**src/rtl/hazard_pkg.sv**
```systemverilog
// Shared types and default sizing for the hazard unit and its scoreboard.
package hazard_pkg;

    localparam int DEF_NUM_REGS     = 32;
    localparam int DEF_ADDR_W       = 5;
    localparam int DEF_MAX_INFLIGHT = 4;
    localparam int DEF_CNT_W        = 4;

    typedef enum logic [1:0] {
        FWD_RF = 2'b00,
        FWD_W  = 2'b01,
        FWD_M  = 2'b10
    } fwd_sel_t;

endpackage

```
**src/rtl/reg_scoreboard.sv**
```systemverilog
// Per-register busy bits and in-flight count for long-latency ops that
// retire out of order through W. The op issuing in E this cycle is already
// reported busy by the hit lookups.
module reg_scoreboard
    import hazard_pkg::*;
#(
    parameter int NUM_REGS = DEF_NUM_REGS,
    parameter int ADDR_W   = DEF_ADDR_W,
    parameter int CNT_W    = DEF_CNT_W
) (
    input  logic                clk,
    input  logic                rst,
    input  logic                i_longIssue,
    input  logic [ADDR_W-1:0]   i_rdE,
    input  logic                i_longDone,
    input  logic [ADDR_W-1:0]   i_rdW,
    input  logic [ADDR_W-1:0]   i_addrA,
    input  logic [ADDR_W-1:0]   i_addrB,
    input  logic [ADDR_W-1:0]   i_addrC,
    output logic                o_hitA,
    output logic                o_hitB,
    output logic                o_hitC,
    output logic [NUM_REGS-1:0] o_busy,
    output logic [CNT_W-1:0]    o_inflight
);

    localparam logic [CNT_W-1:0] ONE = CNT_W'(1);

    logic [NUM_REGS-1:0] r_busy;
    logic [NUM_REGS-1:0] w_busy_nxt;
    logic [CNT_W-1:0]    r_inflight;

    function automatic logic sb_hit(input logic [ADDR_W-1:0] a);
        return (a != '0) && (r_busy[a] || (i_longIssue && (i_rdE == a)));
    endfunction

    // Next busy vector: completion clears, issue sets; set applied last so it wins.
    always_comb begin
        w_busy_nxt = r_busy;
        for (int i = 1; i < NUM_REGS; i++) begin
            if (i_longDone && (i_rdW == ADDR_W'(i))) w_busy_nxt[i] = 1'b0;
            if (i_longIssue && (i_rdE == ADDR_W'(i))) w_busy_nxt[i] = 1'b1;
        end
    end

    // Busy vector and in-flight counter; a done with nothing outstanding is ignored.
    always_ff @(posedge clk) begin
        if (rst) begin
            r_busy     <= '0;
            r_inflight <= '0;
        end else begin
            r_busy <= w_busy_nxt;
            if (i_longIssue && !i_longDone) begin
                r_inflight <= r_inflight + ONE;
            end else if (!i_longIssue && i_longDone && (r_inflight != '0)) begin
                r_inflight <= r_inflight - ONE;
            end
        end
    end

    assign o_hitA     = sb_hit(i_addrA);
    assign o_hitB     = sb_hit(i_addrB);
    assign o_hitC     = sb_hit(i_addrC);
    assign o_busy     = r_busy;
    assign o_inflight = r_inflight;

endmodule

```
**src/rtl/hazard_scoreboard.sv**
```systemverilog
// Hazard unit for the 5-stage core: M/W forwarding selects, load-use,
// scoreboard RAW/WAW and long-unit capacity stalls, and branch flush.
// Optional performance counters are built when HAZARD_PERF_EN is defined.
module hazard_scoreboard
    import hazard_pkg::*;
#(
    parameter int NUM_REGS     = DEF_NUM_REGS,
    parameter int ADDR_W       = DEF_ADDR_W,
    parameter int MAX_INFLIGHT = DEF_MAX_INFLIGHT,
    parameter int CNT_W        = DEF_CNT_W
) (
    input  logic                clk,
    input  logic                rst,
    input  logic [ADDR_W-1:0]   r1AddrD,
    input  logic [ADDR_W-1:0]   r2AddrD,
    input  logic [ADDR_W-1:0]   rdD,
    input  logic                regWriteD,
    input  logic                longOpD,
    input  logic [ADDR_W-1:0]   r1AddrE,
    input  logic [ADDR_W-1:0]   r2AddrE,
    input  logic [ADDR_W-1:0]   rdE,
    input  logic                regSrcE0,
    input  logic                longIssueE,
    input  logic                pcSelE,
    input  logic [ADDR_W-1:0]   rdM,
    input  logic                regWriteM,
    input  logic [ADDR_W-1:0]   rdW,
    input  logic                regWriteW,
    input  logic                longDoneW,
    output logic [1:0]          fwdAE,
    output logic [1:0]          fwdBE,
    output logic                stallF,
    output logic                stallD,
    output logic                flushD,
    output logic                flushE,
    output logic [NUM_REGS-1:0] sbBusy
`ifdef HAZARD_PERF_EN
    ,
    output logic [31:0]         perfStall,
    output logic [31:0]         perfFlush,
    output logic [31:0]         perfCap
`endif
);

    logic             w_hit_r1;
    logic             w_hit_r2;
    logic             w_hit_rd;
    logic [CNT_W-1:0] w_inflight;
    logic [CNT_W:0]   w_cap_lhs;
    logic [CNT_W:0]   w_cap_rhs;
    logic             w_lw_stall;
    logic             w_raw_stall;
    logic             w_waw_stall;
    logic             w_cap_stall;
    logic             w_stall;

    // M has priority over W; both ignore writes to x0.
    function automatic fwd_sel_t fwd_sel(input logic [ADDR_W-1:0] a);
        fwd_sel_t sel;
        sel = FWD_RF;
        if (regWriteM && (rdM != '0) && (a == rdM)) begin
            sel = FWD_M;
        end else if (regWriteW && (rdW != '0) && (a == rdW)) begin
            sel = FWD_W;
        end
        return sel;
    endfunction

    reg_scoreboard #(
        .NUM_REGS (NUM_REGS),
        .ADDR_W   (ADDR_W),
        .CNT_W    (CNT_W)
    ) u_sb (
        .clk         (clk),
        .rst         (rst),
        .i_longIssue (longIssueE),
        .i_rdE       (rdE),
        .i_longDone  (longDoneW),
        .i_rdW       (rdW),
        .i_addrA     (r1AddrD),
        .i_addrB     (r2AddrD),
        .i_addrC     (rdD),
        .o_hitA      (w_hit_r1),
        .o_hitB      (w_hit_r2),
        .o_hitC      (w_hit_rd),
        .o_busy      (sbBusy),
        .o_inflight  (w_inflight)
    );

    assign fwdAE = fwd_sel(r1AddrE);
    assign fwdBE = fwd_sel(r2AddrE);

    assign w_lw_stall  = regSrcE0 && (rdE != '0) && ((r1AddrD == rdE) || (r2AddrD == rdE));
    assign w_raw_stall = w_hit_r1 || w_hit_r2;
    assign w_waw_stall = regWriteD && w_hit_rd;

    // inflight + issue - done >= MAX, rearranged so nothing underflows.
    assign w_cap_lhs   = {1'b0, w_inflight} + {{CNT_W{1'b0}}, longIssueE};
    assign w_cap_rhs   = (CNT_W+1)'(MAX_INFLIGHT) + {{CNT_W{1'b0}}, longDoneW};
    assign w_cap_stall = longOpD && (w_cap_lhs >= w_cap_rhs);

    assign w_stall = w_lw_stall || w_raw_stall || w_waw_stall || w_cap_stall;

    assign stallF = w_stall;
    assign stallD = w_stall;
    assign flushD = pcSelE;
    assign flushE = w_stall || pcSelE;

`ifdef HAZARD_PERF_EN
    logic [31:0] r_perf_stall;
    logic [31:0] r_perf_flush;
    logic [31:0] r_perf_cap;

    // Free-running wrapping event counters.
    always_ff @(posedge clk) begin
        if (rst) begin
            r_perf_stall <= '0;
            r_perf_flush <= '0;
            r_perf_cap   <= '0;
        end else begin
            if (w_stall)     r_perf_stall <= r_perf_stall + 32'd1;
            if (pcSelE)      r_perf_flush <= r_perf_flush + 32'd1;
            if (w_cap_stall) r_perf_cap   <= r_perf_cap + 32'd1;
        end
    end

    assign perfStall = r_perf_stall;
    assign perfFlush = r_perf_flush;
    assign perfCap   = r_perf_cap;
`endif

endmodule

```
**config.mk**
```make
export PLATFORM = sky130hd
export DESIGN_NAME = hazard_scoreboard
export DESIGN_NICKNAME = d
export VERILOG_FILES = /design/src/rtl/hazard_pkg.sv /design/src/rtl/reg_scoreboard.sv /design/src/rtl/hazard_scoreboard.sv
export SDC_FILE = /design/constraint.sdc
export NUM_CORES = 1
export LEC_CHECK = 0
export ABC_AREA = 1
export BUFFER_PORTS_ARGS = -buffer_cell sky130_fd_sc_hd__clkbuf_2
export CAP_MARGIN = 10
export CORE_MARGIN = 1
export CORE_UTILIZATION = 55
export CTS_BUF_LIST = sky130_fd_sc_hd__clkbuf_16
export DETAILED_ROUTE_END_ITERATION = 8
export GPL_TIMING_DRIVEN = 0
export PLACE_DENSITY = 0.91
export SYNTH_ARGS = -nofsm -noshare
export SYNTH_HDL_FRONTEND = slang
export SYNTH_HIERARCHICAL = 1
export SYNTH_SLANG_ARGS = --single-unit
export TNS_END_PERCENT = 1
```
**constraint.sdc**
```tcl
create_clock -name clk -period 2.05 [get_ports clk]
set_clock_uncertainty 0.1 [all_clocks]
set_input_delay 0.205 -clock clk [delete_from_list [all_inputs] [get_ports clk]]
set_output_delay 0.205 -clock clk [all_outputs]
set_load 0.005 [all_outputs]
```
==> run_results.csv, run 1 <==
group,metric,value,unit
place,gp_congestion,0.983,
final_layout,area_growth,20.4,%
logic_synthesis,yosys_warnings,6,
setup_path,critical_path.cell_chain,"inv_2 > nand2_1 > nand3_1 > nand3_1 > nand3_1 > nand2_1 > nand2_1 > nand3_1 > nand2_1 > inv_1 > a211o_1 > a21oi_2 > nand2_1 > buf_4 > clkbuf_2",
global_routing,met1_usage,0.449,
logic_synthesis,synth_seq_cells,35,
global_routing,grt_max_degree,12,
clock_network,cts_inserted_buffers,5,
sta,period_needed,2.37,ns
routing,drtAntennaViolNets,0,
pwr,p_clk_frac,0.375,
clock_network,cts.sinks,35,
routing,viasPerCell,5.81,
setup_path,crit_top_cell,"nand2_1",
floorplan,core,6060,um2
routing,wl_per_cell,14.7,um
setup_path,crit_buf_inv,4,
logic_synthesis,synth_area_leader_cell,"nand2_1",
logic_synthesis,ys.flop_type,"dfxtp_1",
global_routing,grt_pass1_wl,18500,um
floorplan,die_h,82.3,um
setup_path,max_stage_delay,0.33,ns
final_layout,layout-drive-gt1-share,0.227,
global_routing,grt_busiest_layer,"met2",
outcome,violations,"negative setup slack",
outcome,status,"finished with violations",
clock_network,htree_levels,2,
clock_network,cts_tree,"yes",
run,drv_cap,0,
global_routing,use_met2,0.604,
logic_synthesis,synthCells,642,
logic_synthesis,ys_top_cells_by_area,"nand2_1 (22%), dfxtp_1 (20%), nand3_1 (15%), inv_1 (8.6%), nor2_1 (5.7%)",
final_layout,n_fill_cell,551,
pwr,powerDensity,532,nW/um2
routing,drt_pre_antenna_iters,9,
sta,fmax,422,MHz
routing,num_vias,4712,
clock_network,clk_latency,0.28,ns
global_routing,grt_pass1_vias,4032,
setup_path,cp.arrival,2.06,ns
setup_path,startpoint_type,"flip-flop",
sta,drv_slew,0,
logic_synthesis,synth_top_area_frac,0.219,
routing,initialDrtViolationCount,696,
global_routing,grt_overflow,0,
sta,layout_setup_ws,-0.320,ns
pwr,power.share.combinational,0.301,
floorplan,io_pins,90,
pwr,p_leak,2.23,nW
logic_synthesis,synthTopCellsByCount,"nand2_1 (207), nand3_1 (104), inv_1 (81)",
hold_path,hp-class,"in -> reg",
floorplan,rows,28,
sta,rsz0062_at_grt,"yes",
setup_path,critPathMaxFanout,3,
pwr,p_sw_frac,0.322,
final_layout,final_util,0.704,
routing,route.detailed.drc,0,
pwr,p_sw,0.000732,W
setup_path,end_kind,"primary output",
setup_path,slowest_stage,"dfxtp_2",
final_layout,nNetsFinal,791,
clock_network,clk_pin_slew,0.05,ns
setup_path,critPathTopFamily,"simple AND/OR/NAND/NOR gates",
floorplan,start_util,0.585,
floorplan,die_area,6770,um2
place,dpl.hpwl,9230,um
global_routing,grtUsageTotal,0.356,
sta,slew_headroom,0.642,
logic_synthesis,synth_edf_count,0,
sta,worst_pin_slew,0.536,ns
final_layout,num_antenna_cells,0,
logic_synthesis,seq_area_frac_synth,0.198,
pwr,p_total,0.00227,W
logic_synthesis,ys_types,30,
global_routing,antenna_found_initial,0,
clock_network,ctsRootBufferMaster,"clkbuf_16",
sta,tns,-0.721,ns
sta,setup_violations,3,
sta,finalHoldViolations,0,
routing,wirelength,11900,um
floorplan,dieWidth,82.3,um
pwr,seq_power_share,0.324,
place,port_buffers,85,
logic_synthesis,ys_async_sr_fraction,0,
pwr,p_int,0.00154,W
logic_synthesis,syn_area,3550,um2
logic_synthesis,synth_nets,698,
logic_synthesis,synth.most_common_cell,"nand2_1",
setup_path,crit_type,"reg -> out",
clock_network,clockBufferDepth,2,
clock_network,hold_buffers,0,
pwr,ir_worst_vdd,0.000458,V
setup_path,critPathRequiredTime,1.75,ns
global_routing,met3_usage,0.0374,
sta,period_share,1.16,
logic_synthesis,avgSynthCellArea,5.52,um2
## path summary, 6_finish.rpt
check	depth (start not counted)	slack (ns)	from	endpoint
min	2	0.18	rst	u_sb/o_busy[23]
max	15	-0.32	u_sb/o_busy[7]	stallF
max reg2reg	7	0.50	u_sb/o_inflight[1]	u_sb/o_inflight[3]
min reg2reg	2	0.40	u_sb/o_busy[13]	u_sb/o_busy[13]
## per-stage QoR
stage | cell area, um2 | hold WS [ns] | worst slack (ns) | instances
after CTS | 4240 | 0.172 | -0.288 | 810
after detailed placement | 4070 | 0.380 | -0.270 | 802
after global placement | 4070 | 0.369 | -0.208 | 802
after floorplan | 3550 | 0.304 | 0.170 | 642
final | 4270 | 0.179 | -0.320 | 811
after global routing | 4270 | 0.194 | -0.457 | 811
## registers in the layout, summed over array words and instances, names as in the netlist
register         cells
u_sb/o_inflight      4
u_sb/o_busy         31
## area by class of cell
class	count	area [um2]	share of cell area
plain buffers	25	170	0.0399
clock buffers	5	125	0.0293
clock inverters	3	38.8	0.00909
inverters	86	334	0.0783
multi-input cells	495	2350	0.552
flip-flops and latches	35	712	0.167
well taps	75	93.8	0.0220
repair buffers	87	440	0.103
## cell families after synthesis
family / count (synthesis) / share of synthesized area
other: 1 / 0.00106
DFF: 35 / 0.198
adders and majority gates: 6 / 0.0233
and+or+nand+nor: 376 / 0.443
buffers and inverters: 112 / 0.143
xor gates and xnor gates: 25 / 0.0618
AOI/OAI and AO/OA: 87 / 0.131
## routing by layer
| metal | vias up | share of wire |
|---|---|---|
| met4 | 0 | 0.030 |
| met3 | 47 | 0.11 |
| li1 | 2234 | - |
| met5 | - | 0 |
| met1 | 2088 | 0.39 |
| met2 | 343 | 0.48 |
## power groups by stage
stage	Combinational [W]	Clock [W]	Sequential, W
after CTS	0.000664	0.000850	0.000735
after detailed placement	0.000657	0	0.000747
after global routing	0.000763	0.000883	0.000739
final	0.000685	0.000852	0.000736
after floorplan	0.000451	0	0.000739
after global placement	0.000634	0	0.000745
## repair_timing
item	CTS	global route
cloned	0	0
gates resized for setup	35	8
setup buffers	0	2
pin swaps	2	2
endpoints found under the setup margin	3	3
## cell usage in the layout, fill, tap and decap left out, types with 2 or more instances in the layout
cell / count
nand2_1: 207
nand3_1: 101
clkbuf_2: 85
nor2_1: 54
inv_1: 50
a21oi_1: 40
o21ai_0: 33
inv_2: 32
dfxtp_1: 26
xnor2_1: 22
o22ai_1: 9
dfxtp_2: 9
buf_4: 8
buf_2: 7
buf_6: 6
clkbuf_1: 6
ha_1: 5
clkbuf_16: 5
nor3_1: 4
xor2_1: 3
nand4_1: 3
inv_4: 3
nand3_2: 3
nor3_2: 2
No activity file was read; power rests on OpenSTA's default activity.
==> run 2, diff against run 1 <==
- ABC_AREA: 1 -> not set
- CORE_UTILIZATION: 55 -> 53
- PLACE_DENSITY: 0.91 -> 0.9
==> run_results.csv, run 2 <==
group,metric,value,unit
final_layout,nNetsFinal,517,
setup_path,end_kind,"primary output",
final_layout,final_util,0.689,
global_routing,antenna_found_initial,0,
logic_synthesis,synth.most_common_cell,"a21oi_1",
logic_synthesis,ys.flop_type,"dfxtp_1",
clock_network,cts.sinks,35,
place,gp_congestion,0.904,
setup_path,critical_path.cell_chain,"mux4_2 > mux2_2 > nand2_1 > a21oi_1 > a211oi_2 > nand3_1 > buf_4 > clkbuf_2",
global_routing,grt_pass1_vias,3324,
setup_path,startpoint_type,"flip-flop",
logic_synthesis,synth_edf_count,0,
routing,viasPerCell,6.63,
final_layout,n_fill_cell,432,
clock_network,cts_inserted_buffers,5,
setup_path,max_stage_delay,0.49,ns
sta,finalHoldViolations,0,
routing,drt_pre_antenna_iters,5,
global_routing,grtUsageTotal,0.330,
routing,route.detailed.drc,0,
setup_path,crit_type,"reg -> out",
floorplan,start_util,0.556,
pwr,powerDensity,594,nW/um2
outcome,status,"finished with violations",
hold_path,hp-class,"in -> reg",
final_layout,fin_area,3840,um2
floorplan,die_area,6160,um2
setup_path,critPathTopFamily,"multiplexers",
routing,initialDrtViolationCount,413,
place,dpl.hpwl,7290,um
clock_network,clk_pin_slew,0.05,ns
sta,slew_headroom,0.629,
sta,period_needed,2.54,ns
setup_path,slowest_stage,"mux4_2",
global_routing,grt_pass1_wl,15700,um
final_layout,instances_no_fill,534,
floorplan,io_pins,90,
logic_synthesis,synth_nets,425,
outcome,violations,"negative setup slack",
clock_network,ctsRootBufferMaster,"clkbuf_16",
final_layout,area_growth,23.9,%
routing,wirelength,10100,um
sta,setup_violations,3,
final_layout,regArea,726,um2
run,drv_cap,0,
final_layout,num_antenna_cells,0,
sta,drv_slew,0,
global_routing,grt_overflow,0,
clock_network,htree_levels,2,
floorplan,core,5570,um2
final_layout,final_common_cell,"clkbuf_2",
logic_synthesis,seq_area_frac_synth,0.226,
final_layout,multi_input_area,2260,um2
setup_path,critPathRequiredTime,1.75,ns
setup_path,critPathMaxFanout,5,
routing,wl_per_cell,18.8,um
clock_network,hold_buffers,0,
clock_network,clk_latency,0.28,ns
logic_synthesis,ys_async_sr_fraction,0,
sta,period_share,1.24,
logic_synthesis,synthTopCellsByCount,"a21oi_1 (38), dfxtp_1 (35), o21ai_0 (34)",
setup_path,cp.arrival,2.24,ns
logic_synthesis,syn_area,3100,um2
place,dp_cells,525,
place,place_area,3620,um2
logic_synthesis,ys_types,47,
sta,fmax,393,MHz
final_layout,layout-drive-gt1-share,0.342,
pwr,ir_worst_vdd,0.000708,V
logic_synthesis,synth_top_area_frac,0.226,
logic_synthesis,yosys_warnings,6,
global_routing,grt_max_degree,13,
logic_synthesis,ys_top_cells_by_area,"dfxtp_1 (23%), mux4_2 (9.4%), xnor2_1 (7.9%), a21oi_1 (6.1%), o21ai_0 (5.5%)",
final_layout,largest_reg_flops,31,
logic_synthesis,synth_area_leader_cell,"dfxtp_1",
logic_synthesis,synthCells,369,
place,post-place-ws,-0.497,ns
routing,drtAntennaViolNets,0,
clock_network,clockBufferDepth,2,
routing,num_vias,3538,
pwr,p_leak,1.52,nW
floorplan,die_h,78.5,um
place,port_buffers,84,
floorplan,dieWidth,78.5,um
logic_synthesis,synth_seq_cells,35,
sta,worst_pin_slew,0.554,ns
setup_path,crit_buf_inv,2,
final_layout,final_cell_mix,"clkbuf_2 (85), a21oi_1 (38), o21ai_0 (34)",
logic_synthesis,avgSynthCellArea,8.40,um2
clock_network,cts_tree,"yes",
pwr,p_total,0.00228,W
sta,rsz0062_at_grt,"yes",
floorplan,rows,27,
sta,layout_setup_ws,-0.495,ns
-- run 2: cells by family (layout without fill, tap and decap cells) --
| group | Yosys count | after routing | share of synthesized area |
|---|---|---|---|
| buffers and inverters | 28 | 121 | 0.0456 |
| other | 1 | 1 | 0.00121 |
| adders and majority gates | 6 | 6 | 0.0266 |
| and+or+nand+nor | 125 | 125 | 0.217 |
| xor gates and xnor gates | 46 | 46 | 0.130 |
| DFF | 35 | 35 | 0.226 |
| muxes | 34 | 34 | 0.184 |
| AOI/OAI and AO/OA | 94 | 94 | 0.170 |
-- run 2: what timing repair did --
item                                    4_1_cts  5_1_grt
setup buffers                                 1        0
endpoints found under the setup margin        3        3
pin swaps                                     3        6
resized for setup                             7       20
-- run 2: through the flow --
step / hold WS [ns] / TNS (ns)
detailed placement: 0.432 / -1.25
finish: 0.203 / -1.25
global placement: 0.419 / -1.06
CTS: 0.176 / -1.18
global route: 0.196 / -1.60
floorplan: 0.312 / -0.0543
-- run 2: cell type report --
class,instances,area share
plain buffers,23,0.0339
flip-flops and latches,35,0.189
repair buffers,85,0.111
inverters,5,0.00489
well taps,72,0.0235
clock inverters,3,0.0176
multi-input cells,306,0.587
clock buffers,5,0.0326
-- run 2: final timing paths --
kind	startpoint	end	slack [ns]	cells after the start
worst min register to register	u_sb/o_busy[23]	u_sb/o_busy[23]	0.41	2
worst max register to register	u_sb/o_inflight[1]	u_sb/o_inflight[3]	0.28	6
worst max-delay path	u_sb/o_busy[15]	stallF	-0.49	8
worst min-delay path	rst	u_sb/o_busy[23]	0.20	2
-- run 2: metal layers --
layer / routed length [um] / part of all wire / vias to the layer above / global-route usage
met2: 4900 / 0.49 / 317 / 0.558
met3: 1120 / 0.11 / 48 / 0.0721
met4: 372 / 0.037 / 0 / 0.167
met1: 3680 / 0.37 / 1622 / 0.392
met5: 0 / 0 / - / 0
li1: - / - / 1551 / -
-- run 2: where the power goes --
part / switching (W) / total, W / internal, W
combinational: 0.000304 / 0.000550 / 0.000247
clock: 0.000291 / 0.000987 / 0.000696
sequential: 0.0000399 / 0.000745 / 0.000705
==> run 3, diff against run 2 <==
- clock period: 2.05 -> 2.85 ns (I/O delays scaled with it)
==> run_results.csv, run 3 (synthesis gave the netlist of run 2 again) <==
group,metric,value,unit
outcome,status,"finished, final reports clean",
floorplan,io_pins,90,
floorplan,start_util,0.556,
final_layout,layout-drive-gt1-share,0.286,
clock_network,cts.sinks,35,
place,dpl.hpwl,7200,um
clock_network,ctsRootBufferMaster,"clkbuf_16",
final_layout,final_util,0.675,
routing,initialDrtViolationCount,250,
sta,period_share,0.945,
pwr,p_leak,1.51,nW
floorplan,core,5570,um2
place,gp_congestion,0.937,
routing,drtAntennaViolNets,0,
setup_path,crit_buf_inv,2,
floorplan,dieWidth,78.5,um
setup_path,critPathTopFamily,"compound AO/OA/AOI/OAI gates",
final_layout,nNetsFinal,517,
sta,drv_slew,0,
setup_path,end_kind,"primary output",
routing,route.detailed.drc,0,
floorplan,rows,27,
final_layout,final_cell_mix,"clkbuf_2 (85), a21oi_1 (38), dfxtp_1 (35)",
place,dp_cells,525,
clock_network,clockBufferDepth,2,
sta,period_needed,2.69,ns
routing,wirelength,9320,um
setup_path,critPathRequiredTime,2.47,ns
clock_network,htree_levels,2,
setup_path,startpoint_type,"flip-flop",
routing,drt_pre_antenna_iters,5,
pwr,powerDensity,378,nW/um2
setup_path,critPathMaxFanout,5,
pwr,ir_worst_vdd,0.000321,V
routing,viasPerCell,6.38,
setup_path,slowest_stage,"mux4_2",
routing,wl_per_cell,17.5,um
final_layout,final_common_cell,"clkbuf_2",
floorplan,die_area,6160,um2
global_routing,grt_overflow,0,
routing,num_vias,3407,
clock_network,cts_inserted_buffers,5,
global_routing,grt_pass1_vias,3215,
global_routing,grt_pass1_wl,14800,um
final_layout,instances_no_fill,534,
sta,fmax,371,MHz
sta,setup_violations,0,
setup_path,cp.arrival,2.31,ns
place,post-place-ws,0.0285,ns
final_layout,largest_reg_flops,31,
global_routing,grt_max_degree,12,
floorplan,die_h,78.5,um
hold_path,hp-class,"in -> reg",
clock_network,clk_latency,0.28,ns
sta,finalHoldViolations,0,
final_layout,area_growth,21.4,%
run,drv_cap,0,
sta,slew_headroom,0.640,
setup_path,max_stage_delay,0.48,ns
clock_network,clk_pin_slew,0.05,ns
clock_network,cts_tree,"yes",
setup_path,critical_path.cell_chain,"mux4_2 > nor2_1 > a311oi_1 > o32a_1 > a211oi_2 > nand3_1 > buf_4 > clkbuf_2",
final_layout,num_antenna_cells,0,
setup_path,crit_type,"reg -> out",
sta,worst_pin_slew,0.540,ns
global_routing,antenna_found_initial,0,
pwr,p_total,0.00142,W
global_routing,grtUsageTotal,0.308,
clock_network,hold_buffers,0,
place,port_buffers,84,
sta,layout_setup_ws,0.157,ns
final_layout,n_fill_cell,470,
[run 3: layout make-up]
class	instances	area, um2	area share
Tap cell	72	90.1	0.0239
Multi-Input combinational cell	306	2270	0.602
Clock inverter	3	11.3	0.00299
Sequential cell	35	701	0.186
Inverter	5	18.8	0.00499
Clock buffer	5	125	0.0332
Timing Repair Buffer	85	428	0.114
Buffer	23	125	0.0332
[run 3: power by group]
| group | internal (W) | leakage [nW] | total, W | switching [W] |
|---|---|---|---|---|
| combinational | 0.000178 | 1.16 | 0.000390 | 0.000212 |
| sequential | 0.000508 | 0.283 | 0.000533 | 0.0000255 |
| clock | 0.000313 | 0.0701 | 0.000500 | 0.000186 |
[run 3: final timing paths]
kind	from	end	slack, ns	cells after the start
max	u_sb/o_busy[14]	stallF	0.16	8
min	rst	u_sb/o_busy[22]	0.26	2
max reg2reg	u_sb/o_inflight[1]	u_sb/o_inflight[3]	1.12	6
min reg2reg	u_sb/o_busy[27]	u_sb/o_busy[27]	0.44	2
[run 3: repair_timing]
| action | CTS | global route |
|---|---|---|
| endpoints found under the setup margin | 0 | 3 |
| buffers inserted | 0 | 1 |
| gates resized for setup | 0 | 4 |
[run 3: routing by layer]
metal | part of all wire | GRT usage | up-vias
met2 | 0.48 | 0.530 | 214
met5 | 0 | 0 | -
met4 | 0.032 | 0.139 | 0
met1 | 0.40 | 0.368 | 1606
met3 | 0.089 | 0.0628 | 36
li1 | - | - | 1551
[run 3: per-stage QoR]
step / hold slack, ns / setup TNS, ns / area [um2]
after floorplan: 0.392 / 0 / 3100
after global placement: 0.420 / 0 / 3610
after detailed placement: 0.423 / 0 / 3610
after CTS: 0.259 / 0 / 3750
after global routing: 0.287 / -0.0271 / 3760
final: 0.256 / 0 / 3760
